$ cat config.mk
export PLATFORM = sky130hd
export DESIGN_NAME = multicycle_sequencer
export DESIGN_NICKNAME = d
export VERILOG_FILES = /design/src/rtl/multicycle_sequencer.sv
export SDC_FILE = /design/constraint.sdc
export NUM_CORES = 1
export LEC_CHECK = 0
export CAP_MARGIN = 20
export CORE_MARGIN = 2
export CORE_UTILIZATION = 53
export DETAILED_ROUTE_END_ITERATION = 7
export PLACE_DENSITY = 0.93
export SLEW_MARGIN = 20
export SYNTH_ARGS = -nofsm -noshare
export SYNTH_HDL_FRONTEND = slang
export SYNTH_SLANG_ARGS = --single-unit
$ cat constraint.sdc
create_clock -name clock -period 4.5 [get_ports clock]
set_input_delay 0.9 -clock clock [delete_from_list [all_inputs] [get_ports clock]]
set_output_delay 0.9 -clock clock [all_outputs]
set_load 0.01 [all_outputs]
$ cat src/rtl/multicycle_sequencer.sv
// multicycle_sequencer: splits each instruction into FETCH/DECODE/EXECUTE/MEMORY/WRITEBACK phases and gates datapath write strobes
// Ports: clock, reset_n (async, active-low); run, halt, ramconfig, regbankconfig, regsource (instruction decode);
//        imem_req/imem_ready and dmem_req/dmem_ready (memory handshakes); ir_load, dmem_we, regbank_we, pc_enable (strobes);
//        state, busy, fault (status); retired, cycles (counters)
module multicycle_sequencer #(
   parameter int MEM_TIMEOUT = 15,
   parameter int CNT_WIDTH   = 32
) (
   input  logic                 clock,
   input  logic                 reset_n,
   input  logic                 run,
   input  logic                 halt,
   input  logic                 ramconfig,
   input  logic                 regbankconfig,
   input  logic [1:0]           regsource,
   input  logic                 imem_ready,
   input  logic                 dmem_ready,
   output logic                 imem_req,
   output logic                 ir_load,
   output logic                 dmem_req,
   output logic                 dmem_we,
   output logic                 regbank_we,
   output logic                 pc_enable,
   output logic [2:0]           state,
   output logic                 busy,
   output logic                 fault,
   output logic [CNT_WIDTH-1:0] retired,
   output logic [CNT_WIDTH-1:0] cycles
);
   localparam int WW = $clog2(MEM_TIMEOUT + 1);
   typedef enum logic [2:0] {IDLE, FETCH, DECODE, EXECUTE, MEMORY, WRITEBACK, HALTED, FAULT} state_t;
   state_t               state_q, state_d;
   logic [WW-1:0]        wait_q, wait_d;
   logic [CNT_WIDTH-1:0] retired_q, retired_d, cycles_q, cycles_d;
   logic                 retire, timeout;
   always_comb begin
      state_d    = state_q;
      imem_req   = 1'b0;
      ir_load    = 1'b0;
      dmem_req   = 1'b0;
      dmem_we    = 1'b0;
      regbank_we = 1'b0;
      retire     = 1'b0;
      timeout    = wait_q == WW'(MEM_TIMEOUT - 1);
      case (state_q)
         IDLE:      state_d = run ? FETCH : IDLE;
         FETCH: begin
            imem_req = 1'b1;
            ir_load  = imem_ready;
            state_d  = imem_ready ? DECODE : timeout ? FAULT : FETCH;
         end
         DECODE:    state_d = halt ? HALTED : EXECUTE;
         EXECUTE: begin
            if (ramconfig || regsource == 2'b01) state_d = MEMORY;
            else if (regbankconfig) state_d = WRITEBACK;
            else retire = 1'b1;
         end
         MEMORY: begin
            dmem_req = 1'b1;
            dmem_we  = ramconfig;
            if (dmem_ready) begin
               if (regbankconfig) state_d = WRITEBACK;
               else retire = 1'b1;
            end else if (timeout) state_d = FAULT;
         end
         WRITEBACK: begin
            regbank_we = 1'b1;
            retire     = 1'b1;
         end
         default: ;
      endcase
      if (retire) state_d = run ? FETCH : IDLE;
      pc_enable = retire;
      // the wait counter only advances while parked in a handshake state; any entry clears it
      wait_d    = (state_d == state_q && (state_q == FETCH || state_q == MEMORY)) ? wait_q + WW'(1) : '0;
      busy      = state_q != IDLE && state_q != HALTED && state_q != FAULT;
      fault     = state_q == FAULT;
      retired_d = retired_q + CNT_WIDTH'(retire);
      cycles_d  = cycles_q + CNT_WIDTH'(busy);
   end
   always_ff @(posedge clock or negedge reset_n) begin
      if (!reset_n) begin
         state_q   <= IDLE;
         wait_q    <= '0;
         retired_q <= '0;
         cycles_q  <= '0;
      end else begin
         state_q   <= state_d;
         wait_q    <= wait_d;
         retired_q <= retired_d;
         cycles_q  <= cycles_d;
      end
   end
   assign state   = state_q;
   assign retired = retired_q;
   assign cycles  = cycles_q;
endmodule

==> results.md, run 1 <==
- Core Area: 0.00624 sq mm
- Antenna cell count: 0
- 1st-iter DRT viols: 106
- Setup TNS: 0 ns
- Clk_skew: 0.0118 ns
- Register-to-Register Path Depth: 10
- Top FF cell, synth: dfrtp_1
- Peak supply drop: 0.438 mV
- Worst Path Required: 3.60 ns
- Syn avg cell area: 11.0 sq um
- Final wirelength: 7.34 mm
- Worst Path Arrival: 2.84 ns
- Final GP Congestion: 0.862
- Worst Hold Path Cells: 1
- Synth top area share: 52.6%
- CTS tree: done
- RSZ-0062 raised after global routing: no
- Hold_buf cts: 0
- Post CTS Setup Buffer Count: 0
- All-Layer GR Usage: 22.3%
- Drt first pass iters: 4
- Highest fanout seen on the critical path: 8
- Wire per inst: 15.4 um
- Static Leakage: 2.01 nW
- Pre-CTS setup slack: 0.629 ns
- Die Span Y: 83.9 um
- DRC Markers: 0
- Post-synth ARST share: 100%
- Int Pwr: 0.00134 W
- Remaining antenna violation count after routing: 0
- Synth Cell Area: 0.00338 sq mm
- PostCTS Resize Cnt: 0
- Min-Delay Path Class: reg2reg
- Number of buffers created by CTS: 9
- Synthesized net count: 322
- Grt total ovfl: 0
- Synth-to-Final Area Change: 33.5%
- Slowest-stage cell, CP: clkdlybuf4s50_1
- Pin count of the biggest net entering global routing: 37
- First-pass GRT wire length: 12.7 mm
- Total number of vias: 2665
- Chip Width: 83.9 um
- Top area cells in the synthesized netlist: dfrtp_1, xnor2_1, xor2_1, nand3_1, nand2_1
- Critical path class: in2out
- Commonest cells post-synth: dfrtp_1, xnor2_1, nand3_1
- Final core utilization: 72.3%
- DP HPWL: 5.33 mm
- Worst-Skew Late Latency: 0.34 ns
- Slew @ Worst Pin: 0.769 ns
- Initial Util: 54.2%
- Critical-path cell list: clkdlybuf4s50_1 -> nand2b_1 -> nor2b_1 -> o32ai_2 -> clkdlybuf4s50_1
- Clk buf depth: 2
- Vias in the first global route: 2675
- Sequential standard cell area: 0.00178 sq mm
- Largest area contributor in the netlist: dfrtp_1
- Rows: 29
- Achievable frequency: 267 MHz
- MaxCap Viol Count: 0
- Register share of total power: 43.8%
- Clock Pin Slew Worst Setup and Hold Paths: 0.07 ns
- Setup violators final: 0
- Fin Hold WS: 0.483 ns
- Max-slew violation count: 0
- Fin worst setup slack: 0.758 ns
- Fraction of layout cells with a size suffix above 1: 7.73%
- H-tree depth: 3
- Die area: 0.00703 sq mm
- Crit start category: input pin
- Final min period: 3.74 ns
- Multi-input logic area: 0.00155 sq mm
- Io pins: 85
- Port Buffers: 84
- Most numerous cell in the Yosys netlist: dfrtp_1
- Bufs and invs on worst path: 2
- Logic pwr share: 27.5%
- Fillers: 446
- Most frequent cell on the critical path: clkdlybuf4s50_1
- Crit path depth: 5
- Layout Nets: 412
- Switching share of power: 31.5%
- Synth Register Bits: 71
- Status: completed
- Syn. warnings: 0
- Number of synthesized flops with an enable pin: 0
- Initial antenna violation count: 0
- Clock power frac: 28.7%
- Fin crit share: 83.2%
- Power per standard cell area: 434 mW/mm^2
- Synth Instances: 306
- Top Family by Delay on Critical Path: buffers and inverters
- Synth cell types: 44
- Final Hold Fails: 0
- Worst-case headroom to the max-slew limit: 48.7%
- Crit. End Element: primary output
- CTS root buf: clkbuf_8
- Sequential area share after synthesis: 52.6%
- Slowest stage delay, CP: 0.67 ns
- Switching power: 0.000618 W
- Via-to-Cell Ratio: 5.58
- CTS sink cnt: 71
==> registers in the layout, summed over array words and instances (netlist names) <==
name and count:
state 3, retired 32, cycles 32, wait_q 4
==> area by class of cell <==
class                      instances  share of cell area, %
sequential                        71                   39.4
timing repair buffer              85                   18.7
inverter                           7                  0.582
clock inverter                     5                   1.80
tap                               77                   2.14
clock buffer                      11                   3.13
multi-input combinational        222                   34.3
==> power groups by stage <==
| stage | Sequential (W) | Clock (W) | Combinational, W |
|---|---|---|---|
| after floorplan | 0.000841 | 0 | 0.000278 |
| after global placement | 0.000860 | 0 | 0.000524 |
| after detailed placement | 0.000868 | 0 | 0.000541 |
| after CTS | 0.000857 | 0.000571 | 0.000546 |
| after global routing | 0.000876 | 0.000598 | 0.000588 |
| final | 0.000858 | 0.000563 | 0.000538 |
==> per-stage QoR <==
| step | area (sq um) | power, W | cells |
|---|---|---|---|
| finish | 4510 | 0.00196 | 478 |
| floorplan | 3380 | 0.00112 | 306 |
| global placement | 4290 | 0.00138 | 462 |
| global route | 4510 | 0.00206 | 478 |
| detailed placement | 4290 | 0.00141 | 462 |
| CTS | 4510 | 0.00197 | 478 |
==> cell usage in the layout, fill, tap and decap left out, drive strengths merged, types with 11 or more instances in the layout <==
master         instances
clkdlybuf4s50         83
dfrtp                 71
xnor2                 41
nand3                 29
nand2                 24
nor2                  23
xor2                  21
nand4                 13
clkbuf                11
and3                  11
==> per-layer routing <==
metal | GRT usage [%] | vias up | share of wire, %
li1 | - | 1243 | -
met5 | 0 | - | 0
met2 | 35.6 | 90 | 49
met1 | 30.1 | 1322 | 44
met4 | 7.92 | 0 | 1.4
met3 | 5.34 | 10 | 5.7
==> path summary, 6_finish.rpt <==
| kind | start | end | slack [ns] |
|---|---|---|---|
| min in group asynchronous | reset_n | retired[7] | 0.63 |
| worst min register to register | cycles[31] | cycles[31] | 0.48 |
| max in group asynchronous | reset_n | cycles[25] | 2.91 |
| worst max register to register | state[0] | retired[30] | 1.52 |
| worst min-delay path | cycles[31] | cycles[31] | 0.48 |
| worst max-delay path | regbankconfig | pc_enable | 0.76 |
==> cells by family (layout without fill, tap and decap cells) <==
group           count (synthesis)  in the layout  synth area share [%]
compound gates                 15             15                  3.11
xor+xnor                       62             62                  16.1
fa+ha+maj                       6              6                  2.22
buf+inv                        13            108                  1.70
flops                          71             71                  52.6
mux                             2              2                 0.592
simple gates                  137            137                  23.8
(Power assumes the default switching activity.)
==> run 2: changes to the inputs <==
--- a/config.mk
+++ b/config.mk
@@ -7,9 +7,9 @@
 export LEC_CHECK = 0
 export CAP_MARGIN = 20
 export CORE_MARGIN = 2
-export CORE_UTILIZATION = 53
+export CORE_UTILIZATION = 49
 export DETAILED_ROUTE_END_ITERATION = 7
-export PLACE_DENSITY = 0.93
+export PLACE_DENSITY = 0.88
 export SLEW_MARGIN = 20
 export SYNTH_ARGS = -nofsm -noshare
 export SYNTH_HDL_FRONTEND = slang
==> constraint.sdc (replaced) <==
create_clock -name clock -period 3.6 [get_ports clock]
set_input_delay 0.72 -clock clock [delete_from_list [all_inputs] [get_ports clock]]
set_output_delay 0.72 -clock clock [all_outputs]
set_load 0.01 [all_outputs]
==> results.md, run 2 (same netlist as run 1, synthesis figures left out) <==
- Synth-to-Final Area Change: 35.1%
- Clk buf depth: 2
- Port Buffers: 84
- Metal-1 WL: 3.15 mm
- Worst-case headroom to the max-slew limit: 51.3%
- Initial Util: 50.3%
- Final Hold Fails: 0
- Post CTS Setup Buffer Count: 0
- Highest fanout seen on the critical path: 7
- All-Layer GR Usage: 20.1%
- Final wirelength: 7.08 mm
- Achievable frequency: 310 MHz
- CTS tree: done
- Die Span Y: 87.1 um
- Fraction of layout cells with a size suffix above 1: 8.66%
- PostCTS Resize Cnt: 0
- Pwr Total: 0.00255 W
- Initial antenna violation count: 0
- Min-Delay Path Class: in2async
- MaxCap Viol Count: 0
- Max-slew violation count: 0
- Io pins: 85
- Die area: 0.00758 sq mm
- DRC Markers: 0
- Wire per inst: 14.6 um
- Met2 wire length: 3.52 mm
- Clock Pin Slew Worst Setup and Hold Paths: 0.07 ns
- Crit. End Element: primary output
- Chip Width: 87.1 um
- Setup violators final: 0
- Worst-Skew Late Latency: 0.35 ns
- Critical path class: in2out
- Drt first pass iters: 4
- Static Leakage: 2.04 nW
- CTS root buf: clkbuf_8
- Pin count of the biggest net entering global routing: 35
- Wire length on met3: 334 um
- DP HPWL: 5.15 mm
- Worst Path Required: 2.88 ns
- Reg-to-Reg Start: state[0]
- Hold_buf cts: 0
- RSZ-0062 raised after global routing: no
- Grt total ovfl: 0
- Slew @ Worst Pin: 0.730 ns
- Layout Nets: 415
- Status: completed
- Max Used Layer: met4
- Worst Path Arrival: 2.50 ns
- Final min period: 3.22 ns
- CTS sink cnt: 71
- Final GP Congestion: 0.784
- Vias in the first global route: 2591
- Core Area: 0.00672 sq mm
- First-pass GRT wire length: 12.0 mm
- Crit. Startpoint: regsource[0]
- Peak supply drop: 0.329 mV
- H-tree depth: 3
- Most frequent cells in the layout: clkdlybuf4s50_1, dfrtp_1, xnor2_1, nand3_1, nand2_1
- Commonest non-fill, non-tap cell in the layout: clkdlybuf4s50_1
- Remaining antenna violation count after routing: 0
- Clk_skew: 0.0130 ns
- Final Cell Area: 0.00457 sq mm
- Antenna cell count: 0
- Fin crit share: 89.5%
- Fillers: 474
- Crit start category: input pin
- Setup TNS: 0 ns
- Placed cell area: 0.00432 sq mm
- Number of buffers created by CTS: 9
- Total number of vias: 2597
- Power per standard cell area: 557 mW/mm^2
- Via-to-Cell Ratio: 5.37
- Rows: 30
- 1st-iter DRT viols: 109
run 2: cell types whose count changed in the layout (fill, tap and decap cells not counted):
cell and change:
buf_4 +3, bufinv_16 +1, clkbuf_1 -1, clkinv_2 -1
clkinv_4 -1, inv_6 +2
run 2: layer usage:
metal  vias to the layer above  track usage (%)
met5                         -                0
met3                         8             4.17
met4                         0             7.10
met1                      1280             26.2
met2                        66             33.1
li1                       1243                -
run 2: cell type report:
cell class | count | area, sq um | area share (%)
clock inverters | 6 | 115 | 2.52
multi-input cells | 222 | 1550 | 33.9
inverters | 7 | 26.3 | 0.575
flip-flops and latches | 71 | 1780 | 38.9
repair buffers | 88 | 866 | 19.0
clock buffers | 10 | 138 | 3.01
well taps | 80 | 100 | 2.19
run 2: power by group:
part | leakage (nW) | total (W) | internal [W] | switching, W
clock | 0.124 | 0.000793 | 0.000484 | 0.000309
combinational | 0.954 | 0.000685 | 0.000378 | 0.000307
sequential | 0.962 | 0.00107 | 0.000896 | 0.000171
total | 2.04 | 0.00255 | 0.00176 | 0.000787
run 2: final timing paths:
kind	cells past startpoint	slack [ns]	end
max in group asynchronous	2	2.39	cycles[2]
min in group clock	1	0.47	retired[31]
max reg2reg	10	0.81	retired[28]
max	6	0.38	pc_enable
min reg2reg	1	0.47	retired[31]
min	1	0.43	retired[7]
run 2: worst max-delay path: stages:
cell,delay (ns)
clkdlybuf4s50_1,0.39
nor2b_1,0.13
or3_1,0.33
o32ai_2,0.17
buf_4,0.22
clkdlybuf4s50_1,0.54
run 2: metrics by stage:
step	util, %	worst slack, ns	instances	hold slack [ns]
floorplan	-	0.553	306	0.424
global placement	64.2	0.291	468	0.458
detailed placement	64.2	0.193	468	0.462
CTS	68.0	0.372	484	0.464
global route	68.0	0.253	484	0.495
finish	68.0	0.376	484	0.433
==> run 3: changes to the inputs <==
--- a/config.mk
+++ b/config.mk
@@ -5,10 +5,12 @@
 export SDC_FILE = /design/constraint.sdc
 export NUM_CORES = 1
 export LEC_CHECK = 0
+export ABC_CLOCK_PERIOD_IN_PS = 3000
 export CAP_MARGIN = 20
 export CORE_MARGIN = 2
 export CORE_UTILIZATION = 49
 export DETAILED_ROUTE_END_ITERATION = 7
+export MAX_ROUTING_LAYER = met4
 export PLACE_DENSITY = 0.88
 export SLEW_MARGIN = 20
 export SYNTH_ARGS = -nofsm -noshare
==> constraint.sdc (replaced) <==
create_clock -name clock -period 3 [get_ports clock]
set_input_delay 0.6 -clock clock [delete_from_list [all_inputs] [get_ports clock]]
set_output_delay 0.6 -clock clock [all_outputs]
set_load 0.01 [all_outputs]
==> results.md, run 3 (same netlist as run 1, synthesis figures left out) <==
- Total number of vias: 2673
- Setup violators final: 0
- Min-Delay Path Class: in2async
- MaxCap Viol Count: 0
- Pin count of the biggest net entering global routing: 33
- Power per standard cell area: 638 mW/mm^2
- Grt total ovfl: 0
- H-tree depth: 3
- Critical-path cell list: clkdlybuf4s50_1 -> nor2b_1 -> or3_1 -> o32ai_2 -> buf_4 -> clkdlybuf4s50_1
- Fin crit share: 97.4%
- Io pins: 85
- Pwr Total: 0.00295 W
- DRC Markers: 0
- Static Leakage: 2.08 nW
- Crit start category: input pin
- Slew @ Worst Pin: 0.472 ns
- Vias in the first global route: 2524
- Sequential standard cell area: 0.00178 sq mm
- Worst Path Arrival: 2.32 ns
- Fillers: 471
- Final wirelength: 7.53 mm
- Fin worst setup slack: 0.0771 ns
- 1st-iter DRT viols: 124
- Pre-CTS setup slack: -0.111 ns
- Via-to-Cell Ratio: 5.39
- Worst-case headroom to the max-slew limit: 68.0%
- CTS tree: done
- DP HPWL: 5.48 mm
- Core Area: 0.00672 sq mm
- Chip Width: 87.1 um
- CTS root buf: clkbuf_8
- Worst Path Required: 2.40 ns
- Multi-input logic area: 0.00155 sq mm
- Final core utilization: 68.8%
- Synth-to-Final Area Change: 36.6%
- Wire per inst: 15.2 um
- Remaining antenna violation count after routing: 0
- Clock Pin Slew Worst Setup and Hold Paths: 0.08 ns
- Critical path class: in2out
- Status: completed
- Most frequent cell on the critical path: clkdlybuf4s50_1
- Highest fanout seen on the critical path: 5
- Drt first pass iters: 6
- Commonest non-fill, non-tap cell in the layout: clkdlybuf4s50_1
- Worst-Skew Late Latency: 0.34 ns
- Initial Util: 50.3%
- Number of buffers created by CTS: 9
- Initial antenna violation count: 0
- Final Hold Fails: 0
- Layout Nets: 428
- RSZ-0062 raised after global routing: no
- Final GP Congestion: 0.843
- Final min period: 2.92 ns
- Max-slew violation count: 0
- Port Buffers: 84
- Achievable frequency: 342 MHz
- First-pass GRT wire length: 12.4 mm
- Peak supply drop: 0.381 mV
- Slowest stage delay, CP: 0.53 ns
- CTS sink cnt: 71
- Fin Hold WS: 0.208 ns
- All-Layer GR Usage: 21.7%
- Crit. End Element: primary output
- Clk buf depth: 2
- Rows: 30
- Antenna cell count: 0
- Clk_skew: 0.00933 ns
- PostCTS Resize Cnt: 0
- Most frequent cells in the layout: clkdlybuf4s50_1, dfrtp_1, xnor2_1, nand3_1, nand2_1
- Slowest-stage cell, CP: clkdlybuf4s50_1
- Fraction of layout cells with a size suffix above 1: 11.3%
- Die area: 0.00758 sq mm
- Die Span Y: 87.1 um
==> run 3: changes by cell type in the layout (fill, tap and decap cells not counted), sizes merged <==
| cell | change |
|---|---|
| buf | +13 |
| inv | -2 |
| clkinv | +2 |
| clkbuf | +1 |
| bufinv | -2 |
==> run 3: layer usage <==
metal / share of wire [%] / GRT usage (%) / up-vias
met4: 1.0 / 6.53 / 0
met5: 0 / - / -
met1: 44 / 28.1 / 1323
li1: - / - / 1272
met2: 50 / 33.4 / 71
met3: 4.9 / 5.88 / 7
==> run 3: cell type report <==
class | instances | share of cell area [%]
clock inverters | 4 | 1.19
multi-input cells | 222 | 33.5
clock buffers | 11 | 3.28
inverters | 7 | 0.569
flip-flops and latches | 71 | 38.5
repair buffers | 101 | 20.9
well taps | 80 | 2.17
==> run 3: final timing paths <==
kind                       slack [ns]          end  depth (start not counted)          from
max in group asynchronous        2.00  retired[15]                          2       reset_n
min reg2reg                      0.48   cycles[31]                          1    cycles[31]
max reg2reg                      0.44  retired[28]                         11      state[0]
max                              0.08    pc_enable                          6  regsource[0]
min in group clock               0.48   cycles[31]                          1    cycles[31]
min                              0.21  retired[11]                          1       reset_n
==> run 3: worst max-delay path, delay by kind of cell <==
family,cells,cell delay (ns)
buf+inv,3,1.12
compound gates,1,0.13
simple gates,2,0.47
==> run 3: what timing repair did <==
item,4_1_cts,5_1_grt
hold buffers,0,0
buffers inserted,0,2
setup endpoints to repair,0,1
==> run 3: metrics by stage <==
step / setup TNS [ns] / instance area, sq um / cells
after floorplan: 0 / 3380 / 306
after global placement: -0.307 / 4400 / 479
after detailed placement: -0.840 / 4400 / 479
after CTS: 0 / 4600 / 494
after global routing: 0 / 4620 / 496
final: 0 / 4620 / 496
==> run 3: report_power, final <==
group,leakage [nW],internal (W),switching (W),total [W]
Combinational,1.02,0.000495,0.000408,0.000903
Sequential,0.962,0.00108,0.000183,0.00126
Clock,0.102,0.000428,0.000359,0.000787
Total,2.08,0.00200,0.000949,0.00295
